## src/rtl/id_ex_stage_reg_if.sv

```systemverilog
// ID/EX stage bus: decoded ID-side fields in, registered EX-side fields out.
// The slave modport is the pipeline register itself.
// The master modport is whatever drives the ID fields and observes the EX outputs.
interface id_ex_stage_reg_if #(
  parameter int data_width    = 32,
  parameter int register_addr = 5,
  parameter int alu_op_width  = 4
);
  // Front-end control
  logic                     hold;
  logic                     flush;

  // ID-stage fields
  logic [register_addr-1:0] rs_id;
  logic [register_addr-1:0] rt_id;
  logic [register_addr-1:0] rd_id;
  logic                     rt_used_id;
  logic [data_width-1:0]    rs_data_id;
  logic [data_width-1:0]    rt_data_id;
  logic [data_width-1:0]    imm_id;
  logic                     reg_w_id;
  logic                     mem_r_id;
  logic                     mem_w_id;
  logic                     mem_to_reg_id;
  logic                     alu_src_id;
  logic                     reg_dst_id;
  logic [alu_op_width-1:0]  alu_op_id;

  // EX-stage (registered) fields
  logic [register_addr-1:0] rs_pip;
  logic [register_addr-1:0] rt_pip;
  logic [register_addr-1:0] wb_addr_pip;
  logic [data_width-1:0]    rs_data_pip;
  logic [data_width-1:0]    rt_data_pip;
  logic [data_width-1:0]    imm_pip;
  logic                     reg_w_pip;
  logic                     mem_r_pip;
  logic                     mem_w_pip;
  logic                     mem_to_reg_pip;
  logic                     alu_src_pip;
  logic [alu_op_width-1:0]  alu_op_pip;

  // Load-use stall back to PC and IF/ID
  logic                     stall;

  modport master (
    output hold, flush,
    output rs_id, rt_id, rd_id, rt_used_id, rs_data_id, rt_data_id, imm_id,
    output reg_w_id, mem_r_id, mem_w_id, mem_to_reg_id, alu_src_id, reg_dst_id, alu_op_id,
    input  rs_pip, rt_pip, wb_addr_pip, rs_data_pip, rt_data_pip, imm_pip,
    input  reg_w_pip, mem_r_pip, mem_w_pip, mem_to_reg_pip, alu_src_pip, alu_op_pip,
    input  stall
  );

  modport slave (
    input  hold, flush,
    input  rs_id, rt_id, rd_id, rt_used_id, rs_data_id, rt_data_id, imm_id,
    input  reg_w_id, mem_r_id, mem_w_id, mem_to_reg_id, alu_src_id, reg_dst_id, alu_op_id,
    output rs_pip, rt_pip, wb_addr_pip, rs_data_pip, rt_data_pip, imm_pip,
    output reg_w_pip, mem_r_pip, mem_w_pip, mem_to_reg_pip, alu_src_pip, alu_op_pip,
    output stall
  );
endinterface

```

## src/rtl/id_ex_stage_reg.sv

```systemverilog
// ID/EX pipeline register with load-use hazard detection.
// A load in EX whose destination is read by the instruction in ID causes
// a single bubble to be loaded while PC and IF/ID are stalled.
// Optional: define ID_EX_BUBBLE_CNT_EN to add a saturating 16-bit count of
// hazard bubbles on output bubble_cnt.
module id_ex_stage_reg #(
  parameter int data_width    = 32,
  parameter int register_addr = 5,
  parameter int alu_op_width  = 4
) (
  input  logic        clk,
  input  logic        rst,
`ifdef ID_EX_BUBBLE_CNT_EN
  output logic [15:0] bubble_cnt,
`endif
  id_ex_stage_reg_if.slave bus
);

  typedef struct packed {
    logic [register_addr-1:0] rs;
    logic [register_addr-1:0] rt;
    logic [register_addr-1:0] wb_addr;
    logic [data_width-1:0]    rs_data;
    logic [data_width-1:0]    rt_data;
    logic [data_width-1:0]    imm;
    logic                     reg_w;
    logic                     mem_r;
    logic                     mem_w;
    logic                     mem_to_reg;
    logic                     alu_src;
    logic [alu_op_width-1:0]  alu_op;
  } stage_t;

  stage_t stage_q;
  stage_t stage_d;
  logic   hz;
  logic   rs_dep;
  logic   rt_dep;

  // Load-use detection: the load in EX writes a register that ID reads ($0 excluded)
  always_comb begin
    rs_dep = (stage_q.wb_addr == bus.rs_id);
    rt_dep = bus.rt_used_id & (stage_q.wb_addr == bus.rt_id);
    hz     = stage_q.mem_r & stage_q.reg_w & (stage_q.wb_addr != '0) & (rs_dep | rt_dep);
  end

  // A flushed instruction is being killed, and hold freezes the front end anyway
  assign bus.stall = hz & ~bus.flush & ~bus.hold;

  // Next contents: keep on hold, bubble on flush or hazard, else capture ID fields
  always_comb begin
    stage_d = stage_q;
    if (!bus.hold) begin
      if (bus.flush || hz) begin
        stage_d = '0;
      end else begin
        stage_d.rs         = bus.rs_id;
        stage_d.rt         = bus.rt_id;
        stage_d.wb_addr    = bus.reg_dst_id ? bus.rd_id : bus.rt_id;
        stage_d.rs_data    = bus.rs_data_id;
        stage_d.rt_data    = bus.rt_data_id;
        stage_d.imm        = bus.imm_id;
        stage_d.reg_w      = bus.reg_w_id;
        stage_d.mem_r      = bus.mem_r_id;
        stage_d.mem_w      = bus.mem_w_id;
        stage_d.mem_to_reg = bus.mem_to_reg_id;
        stage_d.alu_src    = bus.alu_src_id;
        stage_d.alu_op     = bus.alu_op_id;
      end
    end
  end

  // Pipeline register, cleared to a bubble on reset
  always_ff @(posedge clk or posedge rst) begin
    if (rst) begin
      stage_q <= '0;
    end else begin
      stage_q <= stage_d;
    end
  end

  assign bus.rs_pip         = stage_q.rs;
  assign bus.rt_pip         = stage_q.rt;
  assign bus.wb_addr_pip    = stage_q.wb_addr;
  assign bus.rs_data_pip    = stage_q.rs_data;
  assign bus.rt_data_pip    = stage_q.rt_data;
  assign bus.imm_pip        = stage_q.imm;
  assign bus.reg_w_pip      = stage_q.reg_w;
  assign bus.mem_r_pip      = stage_q.mem_r;
  assign bus.mem_w_pip      = stage_q.mem_w;
  assign bus.mem_to_reg_pip = stage_q.mem_to_reg;
  assign bus.alu_src_pip    = stage_q.alu_src;
  assign bus.alu_op_pip     = stage_q.alu_op;

`ifdef ID_EX_BUBBLE_CNT_EN
  logic [15:0] bubble_cnt_q;
  logic [15:0] bubble_cnt_d;

  // Count hazard bubbles only (not flush bubbles), saturating at all-ones
  always_comb begin
    bubble_cnt_d = bubble_cnt_q;
    if (bus.stall && (bubble_cnt_q != 16'hFFFF)) begin
      bubble_cnt_d = bubble_cnt_q + 16'd1;
    end
  end

  // Bubble counter register
  always_ff @(posedge clk or posedge rst) begin
    if (rst) begin
      bubble_cnt_q <= '0;
    end else begin
      bubble_cnt_q <= bubble_cnt_d;
    end
  end

  assign bubble_cnt = bubble_cnt_q;
`endif

endmodule

```

## src/flat_wrapper.sv

```systemverilog
// flat-port wrapper written by rule: the top's interface ports become plain ports
module id_ex_stage_reg_flat 
#(
  parameter int data_width    = 32,
  parameter int register_addr = 5,
  parameter int alu_op_width  = 4
)
  (clk, rst, bus_hold, bus_flush, bus_rs_id, bus_rt_id, bus_rd_id, bus_rt_used_id, bus_rs_data_id, bus_rt_data_id, bus_imm_id, bus_reg_w_id, bus_mem_r_id, bus_mem_w_id, bus_mem_to_reg_id, bus_alu_src_id, bus_reg_dst_id, bus_alu_op_id, bus_rs_pip, bus_rt_pip, bus_wb_addr_pip, bus_rs_data_pip, bus_rt_data_pip, bus_imm_pip, bus_reg_w_pip, bus_mem_r_pip, bus_mem_w_pip, bus_mem_to_reg_pip, bus_alu_src_pip, bus_alu_op_pip, bus_stall);
  id_ex_stage_reg_if #(.data_width(data_width), .register_addr(register_addr), .alu_op_width(alu_op_width)) bus_i ();
  input  logic clk;
  input  logic rst;
  input wire logic [$bits(bus_i.hold)-1:0] bus_hold;
  input wire logic [$bits(bus_i.flush)-1:0] bus_flush;
  input wire logic [$bits(bus_i.rs_id)-1:0] bus_rs_id;
  input wire logic [$bits(bus_i.rt_id)-1:0] bus_rt_id;
  input wire logic [$bits(bus_i.rd_id)-1:0] bus_rd_id;
  input wire logic [$bits(bus_i.rt_used_id)-1:0] bus_rt_used_id;
  input wire logic [$bits(bus_i.rs_data_id)-1:0] bus_rs_data_id;
  input wire logic [$bits(bus_i.rt_data_id)-1:0] bus_rt_data_id;
  input wire logic [$bits(bus_i.imm_id)-1:0] bus_imm_id;
  input wire logic [$bits(bus_i.reg_w_id)-1:0] bus_reg_w_id;
  input wire logic [$bits(bus_i.mem_r_id)-1:0] bus_mem_r_id;
  input wire logic [$bits(bus_i.mem_w_id)-1:0] bus_mem_w_id;
  input wire logic [$bits(bus_i.mem_to_reg_id)-1:0] bus_mem_to_reg_id;
  input wire logic [$bits(bus_i.alu_src_id)-1:0] bus_alu_src_id;
  input wire logic [$bits(bus_i.reg_dst_id)-1:0] bus_reg_dst_id;
  input wire logic [$bits(bus_i.alu_op_id)-1:0] bus_alu_op_id;
  output wire logic [$bits(bus_i.rs_pip)-1:0] bus_rs_pip;
  output wire logic [$bits(bus_i.rt_pip)-1:0] bus_rt_pip;
  output wire logic [$bits(bus_i.wb_addr_pip)-1:0] bus_wb_addr_pip;
  output wire logic [$bits(bus_i.rs_data_pip)-1:0] bus_rs_data_pip;
  output wire logic [$bits(bus_i.rt_data_pip)-1:0] bus_rt_data_pip;
  output wire logic [$bits(bus_i.imm_pip)-1:0] bus_imm_pip;
  output wire logic [$bits(bus_i.reg_w_pip)-1:0] bus_reg_w_pip;
  output wire logic [$bits(bus_i.mem_r_pip)-1:0] bus_mem_r_pip;
  output wire logic [$bits(bus_i.mem_w_pip)-1:0] bus_mem_w_pip;
  output wire logic [$bits(bus_i.mem_to_reg_pip)-1:0] bus_mem_to_reg_pip;
  output wire logic [$bits(bus_i.alu_src_pip)-1:0] bus_alu_src_pip;
  output wire logic [$bits(bus_i.alu_op_pip)-1:0] bus_alu_op_pip;
  output wire logic [$bits(bus_i.stall)-1:0] bus_stall;
  assign bus_i.hold = bus_hold;
  assign bus_i.flush = bus_flush;
  assign bus_i.rs_id = bus_rs_id;
  assign bus_i.rt_id = bus_rt_id;
  assign bus_i.rd_id = bus_rd_id;
  assign bus_i.rt_used_id = bus_rt_used_id;
  assign bus_i.rs_data_id = bus_rs_data_id;
  assign bus_i.rt_data_id = bus_rt_data_id;
  assign bus_i.imm_id = bus_imm_id;
  assign bus_i.reg_w_id = bus_reg_w_id;
  assign bus_i.mem_r_id = bus_mem_r_id;
  assign bus_i.mem_w_id = bus_mem_w_id;
  assign bus_i.mem_to_reg_id = bus_mem_to_reg_id;
  assign bus_i.alu_src_id = bus_alu_src_id;
  assign bus_i.reg_dst_id = bus_reg_dst_id;
  assign bus_i.alu_op_id = bus_alu_op_id;
  assign bus_rs_pip = bus_i.rs_pip;
  assign bus_rt_pip = bus_i.rt_pip;
  assign bus_wb_addr_pip = bus_i.wb_addr_pip;
  assign bus_rs_data_pip = bus_i.rs_data_pip;
  assign bus_rt_data_pip = bus_i.rt_data_pip;
  assign bus_imm_pip = bus_i.imm_pip;
  assign bus_reg_w_pip = bus_i.reg_w_pip;
  assign bus_mem_r_pip = bus_i.mem_r_pip;
  assign bus_mem_w_pip = bus_i.mem_w_pip;
  assign bus_mem_to_reg_pip = bus_i.mem_to_reg_pip;
  assign bus_alu_src_pip = bus_i.alu_src_pip;
  assign bus_alu_op_pip = bus_i.alu_op_pip;
  assign bus_stall = bus_i.stall;
  id_ex_stage_reg #(.data_width(data_width), .register_addr(register_addr), .alu_op_width(alu_op_width)) u_core (.clk(clk), .rst(rst), .bus(bus_i));
endmodule
```

## config.mk

```make
export PLATFORM = sky130hd
export DESIGN_NAME = id_ex_stage_reg_flat
export DESIGN_NICKNAME = d
export VERILOG_FILES = /design/src/rtl/id_ex_stage_reg_if.sv /design/src/rtl/id_ex_stage_reg.sv /design/src/flat_wrapper.sv
export SDC_FILE = /design/constraint.sdc
export NUM_CORES = 1
export LEC_CHECK = 0
export ABC_CLOCK_PERIOD_IN_PS = 3600
export CAP_MARGIN = 20
export CORE_ASPECT_RATIO = 2
export CORE_UTILIZATION = 38
export CTS_CLUSTER_DIAMETER = 150
export CTS_CLUSTER_SIZE = 28
export DETAILED_ROUTE_END_ITERATION = 7
export HOLD_SLACK_MARGIN = 0.08
export PLACE_DENSITY_LB_ADDON = 0.15
export SLEW_MARGIN = 30
export SYNTH_ARGS = -nofsm -noshare
export SYNTH_HDL_FRONTEND = slang
export SYNTH_SLANG_ARGS = --single-unit
```

## constraint.sdc

```tcl
create_clock -name clk -period 3.6 [get_ports clk]
set_input_delay 0.54 -clock clk [delete_from_list [all_inputs] [get_ports clk]]
set_output_delay 0.54 -clock clk [all_outputs]
set_load 0.05 [all_outputs]
```

; ---- After elaboration in Yosys (flattened, before gate mapping)
; Index checks and enable logic that the tools add are counted.
[word_totals]
ff_bits = 120
latchBits = 0
mem_bits_rw = 0
mem_bits_ro = 0
inputBits = 126
mem_count = 0
[classes]
n_addsub = 0
mul = 0
div = 0
n_lt_le_gt_ge = 0
eq_ne = 2
shifts = 0
n_mux = 2
bitwise = 9
reduce_logical = 2
[op_table]
columns = op, n
row1 = 2-to-1 mux 120 bit, 1
row2 = == test 5 bit, 2
row3 = bitwise AND 1 bit, 6
row4 = 2-to-1 mux 5 bit, 1
row5 = nonzero test 5 bit, 1
row6 = inverter 1 bit, 2
row7 = logical OR 1 bit, 1
row8 = OR 1 bit, 1

; ---- Longest topological paths before layout
[depth]
ltp_word = 6
ltp_mapped = 6
mapped_depth_nobuf = 4

; ---- Least setup slack after synthesis
; Ideal clock, no wire load.
[synth_path]
path_kind = flip-flop to output port
start = reg u_core.stage_q, in the netlist u_core.bus.wb_addr_pip[2]
end = out bus_stall
arrival_ns = 3.029
t_required_ns = 3.060
path_slack_ns = 0.031
path_stages_with_launch = 6
path_cell_list = dfrtp_1 -> xnor2_1 -> nand3_1 -> o22ai_1 -> buf_2 -> nor4b_1
[synth_via]
elab_chain_len = 6
word_cells_on_any_way = 9
classes_between = 2 x eq/ne / 6 x bitwise / 1 x reduce/logical
[synth_lines]
columns = element, line
row1 = start: declaration, id_ex_stage_reg.sv:34  ; stage_t stage_q;
row2 = start signal: assignment, id_ex_stage_reg.sv:78  ; stage_q <= stage_d;
row3 = == test 5 bit, id_ex_stage_reg.sv:43  ; rt_dep = bus.rt_used_id & (stage_q.wb_addr == bus.rt_id);
row4 = bitwise AND 1 bit, id_ex_stage_reg.sv:43
row5 = OR 1 bit, id_ex_stage_reg.sv:44  ; hz = stage_q.mem_r & stage_q.reg_w & (stage_q.wb_addr != '0) & (rs_dep | rt_dep);
row6 = bitwise AND 1 bit (*), id_ex_stage_reg.sv:44
row7 = bitwise AND 1 bit (*) (2 in series), id_ex_stage_reg.sv:48  ; assign bus.stall = hz & ~bus.flush & ~bus.hold;
row8 = end: declaration, flat_wrapper.sv:40  ; output wire logic [$bits(bus_i.stall)-1:0] bus_stall;
; Mark *: on every way between the ends. The rest lies on a longest branch, timed or not.

; ---- Worst setup path in the final report
[layout_path]
start = in bus_rt_id[4]
end = out bus_stall
[layout_via]
elab_chain_len = 6
[layout_lines]
columns = element, line
row1 = start: declaration, flat_wrapper.sv:15  ; input wire logic [$bits(bus_i.rt_id)-1:0] bus_rt_id;
row2 = == test 5 bit, id_ex_stage_reg.sv:43
row3 = bitwise AND 1 bit, id_ex_stage_reg.sv:43
row4 = OR 1 bit, id_ex_stage_reg.sv:44
row5 = bitwise AND 1 bit, id_ex_stage_reg.sv:44
row6 = bitwise AND 1 bit (2 in series), id_ex_stage_reg.sv:48
; No other way between the ends.

==> impl_metrics.env <==
export IMPL_nFillCells=1178
export IMPL_stdcell_area_sq_mm=0.00878
export IMPL_maxSlewViolCount=0
export IMPL_worstSetupPathType="input port to output port"
export IMPL_yosys_warnings=0
export IMPL_synth_area_leaders="dfrtp_1 (54%), a32oi_1 (19%), o21ai_0 (8.4%), nand2_1 (8.2%), clkbuf_1 (3.4%)"
export IMPL_viasPerCell=5.66
export IMPL_gp_congestion=0.818
export IMPL_cp_buffers_inverters=3
export IMPL_root_buffer="clkbuf_16"
export IMPL_rsz0062_at_grt="false"
export IMPL_post_cts_buffers=0
export IMPL_die_h_microns=174
export IMPL_finClkSkew_ns=0.00939
export IMPL_final_common_cell="clkdlybuf4s50_1"
export IMPL_end_kind="output port"
export IMPL_arrival_ns=2.28
export IMPL_insertion_delay_ns=0.41
export IMPL_max_freq_mhz=354
export IMPL_dieArea_sq_mm=0.0153
export IMPL_hp_class="flip-flop to flip-flop"
export IMPL_cts_clk_slew_worst_paths_ns=0.06
export IMPL_finalCritPeriodShare_pct=78.4
export IMPL_track_usage_pct=25.0
export IMPL_postLayoutCoreUtil_pct=61.2
export IMPL_slowest_stage="clkdlybuf4s50_1"
export IMPL_n_antenna_cell=0
export IMPL_ys_seq_area_share_pct=53.6
export IMPL_fin_cells=983
export IMPL_fp_dieW_microns=87.8
export IMPL_rows=62
export IMPL_cts_buffer_depth=2
export IMPL_grt_ovfl_total=0
export IMPL_cp_start_kind="input port"
export IMPL_syn_area_sq_mm=0.00560
export IMPL_vias=5559
export IMPL_fp_coreArea_sq_mm=0.0144
export IMPL_syn_inst=571
export IMPL_ys_seq_elements=120
export IMPL_wire_per_inst_microns=18.9
export IMPL_whs_path_depth=2
export IMPL_fin_setup_tns_ns=0
export IMPL_grt_max_degree=153
export IMPL_antenna_found_initial=0
export IMPL_synth_nets=697
export IMPL_grt_pass1_vias=5563
export IMPL_cp_slowest_stage_delay_ns=0.48
export IMPL_crit_fanout=4
export IMPL_dp_cells=951
export IMPL_placed_area_sq_mm=0.00817
export IMPL_mostFrequentLayoutCells="clkdlybuf4s50_1 (244), nand2_1 (122), a32oi_1 (120), dfrtp_1 (120), o21ai_0 (94)"
export IMPL_hold_viol_final=0
export IMPL_min_period_ns=2.82
export IMPL_cts_sinks=120
export IMPL_critPathTopFamily="buffers and inverters"
export IMPL_syn_area_per_cell_sq_um=9.81
export IMPL_ioPinCount=247
export IMPL_yosysTopAreaCell="dfrtp_1"
export IMPL_final_nets=904
export IMPL_synth_top_cell_area_share_pct=53.6
export IMPL_maxCapViolCount=0
export IMPL_initialDrtViolationCount=462
export IMPL_drt_wl_total_microns=18600
export IMPL_cts_tree="built"
export IMPL_htree_num_levels=4
export IMPL_hpwlAfterDp_microns=11800
export IMPL_syn2layout_area_growth_pct=56.8
export IMPL_crit_cells=7
export IMPL_worst_ir_drop_vdd_uv=348
export IMPL_leakage_nw=3.32
export IMPL_start_util_pct=39.0
export IMPL_drc=0
export IMPL_path_cells="clkdlybuf4s50_1 -> xnor2_1 -> nand4_1 -> o22ai_4 -> nor4b_1 -> buf_4 -> buf_12"
export IMPL_yosysUniqueCellTypes=19
export IMPL_holdBufCountCts=0
export IMPL_setup_viol=0
export IMPL_cts_inserted_buffers=17
export IMPL_dr_pass1_iters=4
export IMPL_drtAntennaViolNets=0
export IMPL_cts_resized=0
export IMPL_p_per_area_mw_per_mm2=579
export IMPL_tightest_slew_ns=0.921
export IMPL_io_buffer_count=246
export IMPL_relSlewSlack_pct=38.6
export IMPL_reg2reg_depth=5
export IMPL_layout_drive_gt1_share_pct=6.07
export IMPL_grt_pass1_wl_microns=29500
export IMPL_required_ns=3.06
export IMPL_status="finished clean"
[power breakdown]
part	internal, mW	leakage, nW	total, mW	switching, mW
Combinational	0.571	1.53	1.65	1.08
Clock	1.16	0.302	1.77	0.614
Sequential	1.53	1.49	1.66	0.124
[layout make-up]
cell class	instances	area (sq um)	share of cell area, %
Inverter	1	7.51	0.0855
Clock buffer	20	437	4.97
Tap cell	192	240	2.74
Clock inverter	12	175	2.00
Multi-Input combinational cell	384	2330	26.6
Sequential cell	120	3000	34.2
Timing Repair Buffer	254	2580	29.4
[routing by layer]
layer	wire [microns]	track usage, %	part of all wire, %
met1	6980	29.6	38
met5	0	0	0
met2	9750	42.2	53
met3	1160	5.29	6.2
met4	664	11.7	3.6
[sequential cells by signal, summed over array words and instances (netlist names), 4 cells and up]
name / flops
u_core.bus.alu_op_pip: 4
u_core.bus.imm_pip: 32
u_core.bus.rs_data_pip: 32
u_core.bus.rs_pip: 5
u_core.bus.rt_data_pip: 32
u_core.bus.rt_pip: 5
u_core.bus.wb_addr_pip: 5
[tightest hold or removal path: cells and delay by family (launching register included)]
family	cells	cell delay, ns
flip-flops	1	0.34
AO/OA/AOI/OAI	2	0.11
[synthesized netlist by cell type]
cell type and number:
a32oi_1 120, buf_2 4, nand2_1 122, mux2_2 5
o22ai_1 1, inv_1 1, or4_1 1, dfrtp_1 120
nand3_1 1, o21ai_0 94, o21ai_1 26, xnor2_1 10
nor2_1 1, nand4_1 1, clkbuf_1 51, buf_4 10
nor4b_1 1, buf_1 1, o211ai_2 1
[final timing paths]
path | slack (ns) | start | endpoint
max reg2reg | 1.36 | u_core.bus.wb_addr_pip[3] | u_core.bus.rs_data_pip[1]
max in group asynchronous | 2.17 | rst | u_core.bus.mem_r_pip
min reg2reg | 0.49 | u_core.bus.rs_data_pip[5] | u_core.bus.rs_data_pip[5]
min in group asynchronous | 0.60 | rst | u_core.bus.rs_data_pip[30]
max | 0.78 | bus_rt_id[4] | bus_stall
min | 0.49 | u_core.bus.rs_data_pip[5] | u_core.bus.rs_data_pip[5]
[cell families after synthesis]
kind of cell,count (synthesis),share of synthesized area (%)
AOI/OAI and AO/OA,242,29.8
xor gates and xnor gates,10,1.56
buffers and inverters,67,5.25
DFF,120,53.6
muxes,5,1.01
and+or+nand+nor,127,8.74
[through the flow]
stage | power, mW | hold slack [ns] | setup WS (ns)
6_report | 5.08 | 0.488 | 0.779
4_1_cts | 5.14 | 0.491 | 0.792
5_1_grt | 5.30 | 0.507 | 0.743
3_3_place_gp | 3.30 | 0.468 | 0.643
2_1_floorplan | 2.66 | 0.667 | 0.0305
3_5_place_dp | 3.33 | 0.479 | 0.804
No activity file was read; power rests on OpenSTA's default activity.
